### config.mk
export PLATFORM = sky130hd
export DESIGN_NAME = arb_mux_nbit_flat
export DESIGN_NICKNAME = d
export VERILOG_FILES = /design/src/rtl/arb_mux_nbit_if.sv /design/src/rtl/arb_mux_nbit.sv /design/src/flat_wrapper.sv
export SDC_FILE = /design/constraint.sdc
export NUM_CORES = 1
export LEC_CHECK = 0
export ABC_AREA = 1
export BUFFER_PORTS_ARGS = -buffer_cell sky130_fd_sc_hd__buf_2
export CAP_MARGIN = 10
export CORE_MARGIN = 1.5
export CORE_UTILIZATION = 36
export CTS_CLUSTER_DIAMETER = 30
export DETAILED_ROUTE_END_ITERATION = 10
export GPL_TIMING_DRIVEN = 0
export PLACE_DENSITY_LB_ADDON = 0.2
export RECOVER_POWER = 100
export SYNTH_ARGS = -nofsm -noshare
export SYNTH_HDL_FRONTEND = slang
export SYNTH_SLANG_ARGS = --single-unit
### constraint.sdc
create_clock -name clk -period 2.5 [get_ports clk]
set_input_delay 0.375 -clock clk [delete_from_list [all_inputs] [get_ports clk]]
set_output_delay 0.375 -clock clk [all_outputs]
set_load 0.01 [all_outputs]
### src/rtl/arb_mux_nbit_if.sv
// Handshake bundle for arb_mux_nbit: CH producer channels in, one
// registered consumer channel out.
//   in_data   CH*n  flattened channel data, channel i at [i*n +: n]
//   in_valid  CH    per-channel valid
//   in_ready  CH    per-channel ready, at most one bit set
//   mode      1     0 = fixed priority, 1 = round-robin
//   out_data  n     registered selected word
//   out_ch    CW    channel that supplied out_data
//   out_valid 1     output register holds a word
//   out_ready 1     consumer accepts out_data this cycle
// The slave modport is the arbiter's view; master is the
// producer/consumer environment's view.
interface arb_mux_nbit_if #(
    parameter int n  = 4,
    parameter int CH = 4
);
    localparam int CW = (CH > 1) ? $clog2(CH) : 1;

    logic [CH*n-1:0] in_data;
    logic [CH-1:0]   in_valid;
    logic [CH-1:0]   in_ready;
    logic            mode;
    logic [n-1:0]    out_data;
    logic [CW-1:0]   out_ch;
    logic            out_valid;
    logic            out_ready;

    modport master (
        output in_data,
        output in_valid,
        output mode,
        output out_ready,
        input  in_ready,
        input  out_data,
        input  out_ch,
        input  out_valid
    );

    modport slave (
        input  in_data,
        input  in_valid,
        input  mode,
        input  out_ready,
        output in_ready,
        output out_data,
        output out_ch,
        output out_valid
    );
endinterface

### src/rtl/arb_mux_nbit.sv
// CH-way n-bit arbitrating mux with a registered valid/ready output.
// Ports: clk, rst_n (async active-low), bus (arb_mux_nbit_if.slave).
module arb_mux_nbit #(
    parameter int n  = 4,
    parameter int CH = 4
) (
    input  logic          clk,
    input  logic          rst_n,
    arb_mux_nbit_if.slave bus
);
    localparam int CW = (CH > 1) ? $clog2(CH) : 1;

    logic [n-1:0]  out_data_q;
    logic [n-1:0]  out_data_d;
    logic [CW-1:0] out_ch_q;
    logic [CW-1:0] out_ch_d;
    logic          out_valid_q;
    logic          out_valid_d;
    logic [CW-1:0] ptr_q;
    logic [CW-1:0] ptr_d;

    logic          load;
    logic          in_xfer;
    logic          out_xfer;

    logic          fp_vld;
    logic [CW-1:0] fp_idx;
    logic          rr_vld;
    logic [CW-1:0] rr_idx;
    logic          gnt_vld;
    logic [CW-1:0] gnt_idx;
    logic [n-1:0]  sel_data;
    logic [CH-1:0] rdy;

    // Output register can accept a word when empty or draining.
    assign load     = !out_valid_q || bus.out_ready;
    assign out_xfer = out_valid_q && bus.out_ready;

    // Fixed priority: descending scan so the lowest valid index
    // is the last one written.
    always_comb begin
        fp_vld = 1'b0;
        fp_idx = '0;
        for (int i = CH - 1; i >= 0; i--) begin
            if (bus.in_valid[i]) begin
                fp_vld = 1'b1;
                fp_idx = CW'(i);
            end
        end
    end

    // Round-robin: same descending trick over offsets from ptr,
    // so the smallest offset (closest to ptr) wins.
    always_comb begin : rr_search
        int k;
        rr_vld = 1'b0;
        rr_idx = '0;
        k      = 0;
        for (int j = CH - 1; j >= 0; j--) begin
            k = int'(ptr_q) + j;
            if (k >= CH) begin
                k = k - CH;
            end
            if (bus.in_valid[k]) begin
                rr_vld = 1'b1;
                rr_idx = CW'(k);
            end
        end
    end

    always_comb begin
        gnt_vld = 1'b0;
        gnt_idx = '0;
        if (bus.mode) begin
            gnt_vld = rr_vld;
            gnt_idx = rr_idx;
        end else begin
            gnt_vld = fp_vld;
            gnt_idx = fp_idx;
        end
    end

    // rst_n gates the ready so nothing is offered while in reset,
    // even though load is already true with out_valid cleared.
    assign in_xfer  = rst_n && load && gnt_vld;
    assign sel_data = bus.in_data[int'(gnt_idx)*n +: n];

    always_comb begin
        rdy = '0;
        for (int i = 0; i < CH; i++) begin
            rdy[i] = in_xfer && (gnt_idx == CW'(i));
        end
    end

    always_comb begin
        out_data_d  = out_data_q;
        out_ch_d    = out_ch_q;
        out_valid_d = out_valid_q;
        ptr_d       = ptr_q;
        if (in_xfer) begin
            out_data_d  = sel_data;
            out_ch_d    = gnt_idx;
            out_valid_d = 1'b1;
            if (gnt_idx == CW'(CH - 1)) begin
                ptr_d = '0;
            end else begin
                ptr_d = gnt_idx + 1'b1;
            end
        end else if (out_xfer) begin
            out_valid_d = 1'b0;
        end
    end

    always_ff @(posedge clk or negedge rst_n) begin
        if (!rst_n) begin
            out_data_q  <= '0;
            out_ch_q    <= '0;
            out_valid_q <= 1'b0;
            ptr_q       <= '0;
        end else begin
            out_data_q  <= out_data_d;
            out_ch_q    <= out_ch_d;
            out_valid_q <= out_valid_d;
            ptr_q       <= ptr_d;
        end
    end

    assign bus.in_ready  = rdy;
    assign bus.out_data  = out_data_q;
    assign bus.out_ch    = out_ch_q;
    assign bus.out_valid = out_valid_q;
endmodule

### src/flat_wrapper.sv
// flat-port wrapper written by rule: the top's interface ports become plain ports
module arb_mux_nbit_flat 
#(
    parameter int n  = 4,
    parameter int CH = 4
)
  (clk, rst_n, bus_in_data, bus_in_valid, bus_mode, bus_out_ready, bus_in_ready, bus_out_data, bus_out_ch, bus_out_valid);
  arb_mux_nbit_if #(.n(n), .CH(CH)) bus_i ();
  input  logic clk;
  input  logic rst_n;
  input wire logic [$bits(bus_i.in_data)-1:0] bus_in_data;
  input wire logic [$bits(bus_i.in_valid)-1:0] bus_in_valid;
  input wire logic [$bits(bus_i.mode)-1:0] bus_mode;
  input wire logic [$bits(bus_i.out_ready)-1:0] bus_out_ready;
  output wire logic [$bits(bus_i.in_ready)-1:0] bus_in_ready;
  output wire logic [$bits(bus_i.out_data)-1:0] bus_out_data;
  output wire logic [$bits(bus_i.out_ch)-1:0] bus_out_ch;
  output wire logic [$bits(bus_i.out_valid)-1:0] bus_out_valid;
  assign bus_i.in_data = bus_in_data;
  assign bus_i.in_valid = bus_in_valid;
  assign bus_i.mode = bus_mode;
  assign bus_i.out_ready = bus_out_ready;
  assign bus_in_ready = bus_i.in_ready;
  assign bus_out_data = bus_i.out_data;
  assign bus_out_ch = bus_i.out_ch;
  assign bus_out_valid = bus_i.out_valid;
  arb_mux_nbit #(.n(n), .CH(CH)) u_core (.clk(clk), .rst_n(rst_n), .bus(bus_i));
endmodule
==> insert_results.sql, run 1 <==
INSERT INTO impl_metrics (metric_group, metric, value, unit) VALUES
('die', 'start_util', '38.3', '%'),
('worst_setup_path', 'critical_path_endpoint_category', 'primary output', ''),
('route', 'routed_wire_length_per_instance', '10.3', 'µm'),
('worst_setup_path', 'reg2reg_from', 'u_core.ptr_q[0]', ''),
('worst_hold_path', 'hold_path_startpoint', 'bus_out_ready', ''),
('synth', 'synth_largest_area_cell', 'sky130_fd_sc_hd__dfrtp_1', ''),
('cts', 'cts-buffers-inserted', '3', ''),
('worst_setup_path', 'critPathRequiredTime', '2.12', 'ns'),
('cts', 'cts.clk_slew.worst_paths', '0.06', 'ns'),
('global_routing', 'gr-total-overflow', '0', ''),
('cts', 'clkLatencyLatePin', '0.26', 'ns'),
('global_routing', 'met1_usage', '20.0', '%'),
('cts', 'cts_buffer_depth', '2', ''),
('worst_hold_path', 'hold_path.class', 'primary input to flop', ''),
('synth', 'ys_top_cells_by_area', 'sky130_fd_sc_hd__dfrtp_1 27%, sky130_fd_sc_hd__nand2_1 21%, sky130_fd_sc_hd__nand3_1 12%, sky130_fd_sc_hd__inv_1 9.7%, sky130_fd_sc_hd__nor2_1 3.5%', ''),
('global_routing', 'first_global_vias', '885', ''),
('worst_setup_path', 'critPathMaxFanout', '5', ''),
('finish', 'post_layout_nonfiller_instances', '212', ''),
('power_and_ir_drop', 'power-per-cell-area', '819', 'nW/µm²'),
('finish', 'final_core_util', '53.8', '%'),
('cts', 'clock-sinks', '9', ''),
('synth', 'yosysTopAreaCellShare', '26.5', '%'),
('power_and_ir_drop', 'vdd_drop_max', '0.413', 'mV'),
('synth', 'mappedNetlistNets', '163', ''),
('worst_setup_path', 'worstSetupStartpoint', 'u_core.ptr_q[0]', ''),
('timing', 'hold_slack', '0.375', 'ns'),
('outcome', 'outcome', 'completed', ''),
('die', 'die_h', '51.5', 'µm'),
('synth', 'ys_dominant_reg_cell', 'sky130_fd_sc_hd__dfrtp_1', ''),
('placed_design', 'dpl_worst_slack', '0.204', 'ns'),
('die', 'dieWidth', '51.5', 'µm'),
('finish', 'flow.area_growth_from_synthesis', '40.3', '%'),
('global_routing', 'antenna_found_initial', '0', ''),
('synth', 'syn_area', '848', 'µm²'),
('die', 'num_io_pins', '35', ''),
('timing', 'timing.final.setup_violations', '0', ''),
('worst_setup_path', 'critical_path.startpoint_type', 'flop', ''),
('timing', 'report.final.slew_viol_count', '0', ''),
('route', 'dr.pass1.iters', '4', ''),
('synth', 'synthesis.instances', '139', ''),
('route', 'drt_antenna_net_count', '0', ''),
('synth', 'fraction_of_the_mapped_netlist_area_in_simple_logic_gates', '46.8', '%'),
('run', 'cap_violations', '0', ''),
('synth', 'post_synth_fa_ha_maj_area_fraction', '0', '%'),
('synth', 'yosys.area_share.xor_xnor', '2.06', '%'),
('worst_setup_path', 'timing.reg2reg.setup_slack', '0.55', 'ns'),
('placed_design', 'routabilityCongestion', '0.825', ''),
('synth', 'synth.mux.area_fraction', '0', '%'),
('worst_setup_path', 'crit_buf_inv', '4', ''),
('worst_setup_path', 'timing.critical_path.cells', 'buf_6, xor2_1, nand2_1, nand3_2, nand2_2, nand2_2, nand2_4, nand2_4, buf_8, nor2_4, inv_2, nor2_1, buf_2', ''),
('die', 'fp.dieArea', '2660', 'µm²'),
('placed_design', 'place_hpwl', '1650', 'µm'),
('worst_setup_path', 'crit_type', 'flop to primary output', ''),
('route', 'avgViaCountPerCell', '4.76', ''),
('cts', 'tritoncts', 'done', ''),
('synth', 'synth_common_cells', '48 x sky130_fd_sc_hd__nand2_1, 22 x sky130_fd_sc_hd__inv_1, 21 x sky130_fd_sc_hd__nand3_1', ''),
('global_routing', 'grt_max_degree', '11', ''),
('placed_design', 'dpl.cell_count', '201', ''),
('power_and_ir_drop', 'finalPower', '975', 'µW'),
('worst_setup_path', 'critical_path.top_delay_family', 'simple AND/OR/NAND/NOR gates', ''),
('synth', 'library_cell_with_the_highest_instance_count_after_synthesis', 'sky130_fd_sc_hd__nand2_1', ''),
('timing', 'worst_slack', '0.0766', 'ns'),
('timing', 'timing.final.crit_period', '2.42', 'ns'),
('synth', 'synth.ff_latch_count', '9', ''),
('die', 'placement_rows', '17', ''),
('timing', 'timing_worst_slew_pin_value', '0.781', 'ns'),
('worst_setup_path', 'cpPeakStageDelay', '0.45', 'ns'),
('cts', 'htree_num_levels', '1', ''),
('timing', 'hold_viol_final', '0', ''),
('synth', 'synth_edf_count', '0', ''),
('synth', 'dominant_combinational_cell_family_by_area_after_synthesis', 'simple AND/OR/NAND/NOR gates', '');
registers in the layout (all words and copies together), names as in the netlist:
register              cells
u_core.bus.out_valid      1
u_core.bus.out_data       4
u_core.bus.out_ch         2
u_core.ptr_q              2
tightest hold or removal path: stages:
cell and delay (ns):
sky130_fd_sc_hd__buf_2 0.08, sky130_fd_sc_hd__inv_1 0.03, sky130_fd_sc_hd__nand2_1 0.07, sky130_fd_sc_hd__nand2_1 0.05
path summary, 6_finish.rpt:
check                                    endpoint  depth (start not counted)
max in group asynchronous         u_core.ptr_q[0]                          2
min reg2reg                  u_core.bus.out_ch[0]                          2
min                          u_core.bus.out_valid                          4
max                               bus_in_ready[1]                         13
min in group asynchronous         u_core.ptr_q[1]                          2
max reg2reg                u_core.bus.out_data[2]                         14
report_power, final:
group	total, mW	internal (mW)	switching [mW]	leakage, nW
Sequential	0.227	0.195	0.0312	0.108
Clock	0.113	0.0616	0.0516	0.0150
Combinational	0.635	0.259	0.376	0.579
Total	0.975	0.516	0.459	0.702
repair_timing:
item | 4_1_cts | 5_1_grt
gates resized for setup | 0 | 22
endpoints found under the setup margin | 0 | 4
endpoints found under the hold margin | 9 | 0
hold buffers | 1 | 0
setup buffers | 0 | 5
area by class of cell:
cell class	instances	area, µm²
Inverter	25	93.8
Clock buffer	4	26.3
Timing Repair Buffer	41	216
Tap cell	28	35.0
Buffer	4	36.3
Multi-Input combinational cell	101	556
Sequential cell	9	226
Fill cell	246	1020
kinds of logic after synthesis:
logic type | count (synthesis)
compound gates | 11
flops | 9
simple gates | 88
buf+inv | 29
xor+xnor | 2
routing by layer:
metal  vias to the layer above  part of all wire, %
met5                         -                    0
met4                         0                    0
met3                         0                  4.4
met2                        26                   54
met1                       462                   42
li1                        521                    -
layout by cell type (no fill, tap or decap):
cell,netlist,layout
sky130_fd_sc_hd__clkbuf_4,0,3
sky130_fd_sc_hd__nor2_2,0,3
sky130_fd_sc_hd__nor2_1,8,5
sky130_fd_sc_hd__a21boi_4,1,1
sky130_fd_sc_hd__nor3_1,1,1
sky130_fd_sc_hd__dfrtp_1,9,8
sky130_fd_sc_hd__buf_6,1,1
sky130_fd_sc_hd__buf_4,0,6
sky130_fd_sc_hd__or2_1,1,1
sky130_fd_sc_hd__buf_8,1,1
sky130_fd_sc_hd__o21ai_2,2,2
sky130_fd_sc_hd__nand2_2,3,6
sky130_fd_sc_hd__a21oi_1,3,2
sky130_fd_sc_hd__o21ai_1,1,2
sky130_fd_sc_hd__or2_2,3,3
sky130_fd_sc_hd__dlygate4sd3_1,0,1
sky130_fd_sc_hd__nand2_1,48,43
sky130_fd_sc_hd__inv_2,3,4
sky130_fd_sc_hd__nand2_4,1,3
sky130_fd_sc_hd__clkbuf_1,1,8
sky130_fd_sc_hd__a31oi_1,1,1
sky130_fd_sc_hd__xnor2_2,0,1
sky130_fd_sc_hd__buf_2,0,27
sky130_fd_sc_hd__a21oi_2,0,1
sky130_fd_sc_hd__nor2_4,1,1
sky130_fd_sc_hd__o21ai_0,2,1
sky130_fd_sc_hd__inv_1,22,21
sky130_fd_sc_hd__dfrtp_2,0,1
sky130_fd_sc_hd__nand3_1,21,17
sky130_fd_sc_hd__o31ai_1,1,1
sky130_fd_sc_hd__nand3_2,1,5
sky130_fd_sc_hd__clkbuf_2,1,2
sky130_fd_sc_hd__xor2_1,1,1
(Power assumes the default switching activity.)
==> inputs of run 2 (changes only) <==
Settings changed: CORE_ASPECT_RATIO from default to 0.5, CORE_UTILIZATION 36 to 27.
==> run 2 against run 1 <==
Via count is 3.5% lower. Wire length up 3.0%. Sequential share of layout area down 0.56 points. Sequential cell count unchanged. Worst hold slack improved by 0.062 ns. Combinational power barely moved. Utilization fell by 13 points.
==> insert_results.sql, run 2 (same netlist as run 1, synthesis figures left out) <==
INSERT INTO impl_metrics (metric_group, metric, value, unit) VALUES
('die', 'num_io_pins', '35', ''),
('route', 'route.detailed.drc', '0', ''),
('route', 'detailedRoute.firstIterationViolations', '28', ''),
('cts', 'htree_num_levels', '1', ''),
('finish', 'final_common_cell', 'sky130_fd_sc_hd__nand2_1', ''),
('cts', 'cts_buffer_depth', '2', ''),
('global_routing', 'antenna_found_initial', '0', ''),
('worst_setup_path', 'worst_ep_arrival_time', '2.06', 'ns'),
('worst_setup_path', 'cpPeakStageDelay', '0.42', 'ns'),
('placed_design', 'dpl_worst_slack', '0.188', 'ns'),
('die', 'die_h', '42.6', 'µm'),
('finish', 'mostFrequentLayoutCells', '44 x sky130_fd_sc_hd__nand2_1, 27 x sky130_fd_sc_hd__buf_2, 21 x sky130_fd_sc_hd__inv_1', ''),
('finish', 'antennaDiodeCount', '0', ''),
('timing', 'rsz0062_at_grt', 'true', ''),
('timing', 'finalClockSkew', '0.000776', 'ns'),
('cts', 'clkLatencyLatePin', '0.23', 'ns'),
('power_and_ir_drop', 'power-per-cell-area', '845', 'nW/µm²'),
('worst_setup_path', 'crit_buf_inv', '4', ''),
('worst_setup_path', 'crit_type', 'flop to primary output', ''),
('timing', 'timing.slew.headroom', '49.3', '%'),
('finish', 'largest_register_ffs', '4', ''),
('finish', 'final_nets', '209', ''),
('route', 'via_count', '974', ''),
('outcome', 'outcome', 'completed', ''),
('cts', 'clock-sinks', '9', ''),
('worst_setup_path', 'timing.critical_path.cells', 'buf_6, nand2_2, nand3_2, nand2_2, nand3_4, a21oi_2, nand2_4, nand2_4, buf_8, inv_2, nor3_2, buf_2', ''),
('worst_setup_path', 'critPathMaxFanout', '10', ''),
('worst_setup_path', 'critical_path_endpoint_category', 'primary output', ''),
('placed_design', 'place_hpwl', '1680', 'µm'),
('timing', 'final_worst_path_period_share', '97.3', '%'),
('die', 'start_util', '28.3', '%'),
('worst_setup_path', 'critical_path.startpoint_type', 'flop', ''),
('worst_hold_path', 'worstHoldPathCells', '4', ''),
('timing', 'worst_slack', '0.0669', 'ns'),
('timing', 'report.final.slew_viol_count', '0', ''),
('die', 'design.core.area', '3000', 'µm²'),
('global_routing', 'first_global_vias', '930', ''),
('placed_design', 'placement.cell_area', '1070', 'µm²'),
('run', 'cap_violations', '0', ''),
('worst_setup_path', 'critPathRequiredTime', '2.12', 'ns'),
('timing', 'hold_viol_final', '0', ''),
('finish', 'multi_input_gate_area', '556', 'µm²'),
('die', 'dieWidth', '82.3', 'µm'),
('route', 'dr.pass1.iters', '4', ''),
('global_routing', 'grtUsageTotal', '13.8', '%'),
('route', 'routed_wire_length_per_instance', '10.1', 'µm'),
('finish', 'postLayoutCellArea', '1230', 'µm²'),
('placed_design', 'dpl.cell_count', '213', ''),
('timing', 'sum_of_negative_setup_slack', '0', 'ns'),
('timing', 'timing.final.setup_violations', '0', ''),
('timing', 'fmax', '0.411', 'GHz'),
('worst_setup_path', 'reg2reg_depth', '15', ''),
('finish', 'final_layout_size_suffix_gt1_share', '37.0', '%'),
('placed_design', 'routabilityCongestion', '0.772', ''),
('global_routing', 'grt_max_degree', '11', ''),
('cts', 'clock_tree_root', 'sky130_fd_sc_hd__clkbuf_8', ''),
('cts', 'cts.clk_slew.worst_paths', '0.04', 'ns'),
('finish', 'flow.area_growth_from_synthesis', '44.5', '%'),
('finish', 'post_layout_nonfiller_instances', '224', ''),
('finish', 'seqCellArea', '226', 'µm²'),
('placed_design', 'port_buffers', '34', ''),
('route', 'drt_antenna_net_count', '0', ''),
('finish', 'final_core_util', '40.9', '%'),
('timing', 'timing.final.crit_period', '2.43', 'ns'),
('die', 'placement_rows', '14', ''),
('power_and_ir_drop', 'static_leakage', '0.708', 'nW'),
('worst_setup_path', 'timing.critical_path.slowest_stage_cell', 'sky130_fd_sc_hd__dfrtp_2', ''),
('cts', 'tritoncts', 'done', ''),
('route', 'routed_wirelength', '2250', 'µm'),
('global_routing', 'gr-total-overflow', '0', ''),
('die', 'fp.dieArea', '3510', 'µm²'),
('global_routing', 'wire_length_of_the_first_global_routing_pass', '3770', 'µm'),
('worst_hold_path', 'hold_path.class', 'primary input to flop', ''),
('cts', 'cts-buffers-inserted', '3', ''),
('worst_setup_path', 'critical_path.top_delay_family', 'simple AND/OR/NAND/NOR gates', ''),
('power_and_ir_drop', 'vdd_drop_max', '0.225', 'mV'),
('timing', 'timing_worst_slew_pin_value', '0.752', 'ns'),
('finish', 'nFillCells', '345', ''),
('route', 'avgViaCountPerCell', '4.35', ''),
('worst_setup_path', 'critical_path_cell_count', '12', '');
[run 2: cell types whose count changed in the layout (fill, tap and decap cells not counted), moves of 2 or more]
cell,before,now
sky130_fd_sc_hd__clkbuf_4,3,0
sky130_fd_sc_hd__clkbuf_8,0,3
sky130_fd_sc_hd__nor2_2,3,0
sky130_fd_sc_hd__nand3_2,5,3
sky130_fd_sc_hd__nor2_1,5,7
[run 2: timing repair]
| action | in CTS | in global routing |
|---|---|---|
| gates resized for setup | 0 | 19 |
| endpoints found under the setup margin | 0 | 4 |
| hold buffers | 1 | 0 |
| hold endpoints to repair | 9 | 0 |
| buffers inserted | 0 | 7 |
[run 2: path summary, 6_finish.rpt]
kind | start | to | slack [ns]
worst max-delay path | u_core.ptr_q[0] | bus_in_ready[0] | 0.07
worst min-delay path | bus_out_ready | u_core.bus.out_valid | 0.44
worst max register to register | u_core.ptr_q[0] | u_core.bus.out_data[2] | 0.54
worst min register to register | u_core.bus.out_ch[0] | u_core.bus.out_ch[0] | 0.48
max in group asynchronous | rst_n | u_core.ptr_q[0] | 1.74
min in group asynchronous | rst_n | u_core.bus.out_data[0] | 0.55
[run 2: layout make-up]
class	count	share of cell area (%)
sequential	9	18.5
tap	40	4.08
inverter	25	7.65
buffer	3	2.55
multi-input combinational	101	45.3
timing repair buffer	42	18.3
clock buffer	4	3.67
[run 2: metrics by stage]
stage / hold WS [ns] / power (mW)
global placement: 0.242 / 0.761
floorplan: 0.0794 / 0.626
global route: 0.465 / 1.14
CTS: 0.409 / 0.939
detailed placement: 0.246 / 0.766
finish: 0.436 / 1.04
[run 2: power by group]
part	internal (mW)	switching, mW	leakage [nW]	total [mW]
clock network	0.111	0.0529	0.0228	0.164
registers	0.196	0.0422	0.108	0.238
logic	0.264	0.371	0.577	0.634
total	0.570	0.466	0.708	1.04
[run 2: tightest hold or removal path, cell delays in order]
cell and delay [ns]:
sky130_fd_sc_hd__buf_2 0.07, sky130_fd_sc_hd__inv_1 0.03, sky130_fd_sc_hd__nand2_1 0.09, sky130_fd_sc_hd__nand2_1 0.06
[run 2: per-layer routing]
metal	part of all wire, %	vias to the layer above	track usage [%]
met4	0	0	2.03
met5	0	-	0
met1	46	437	18.9
met2	49	20	22.0
li1	-	517	-
met3	4.3	0	4.13
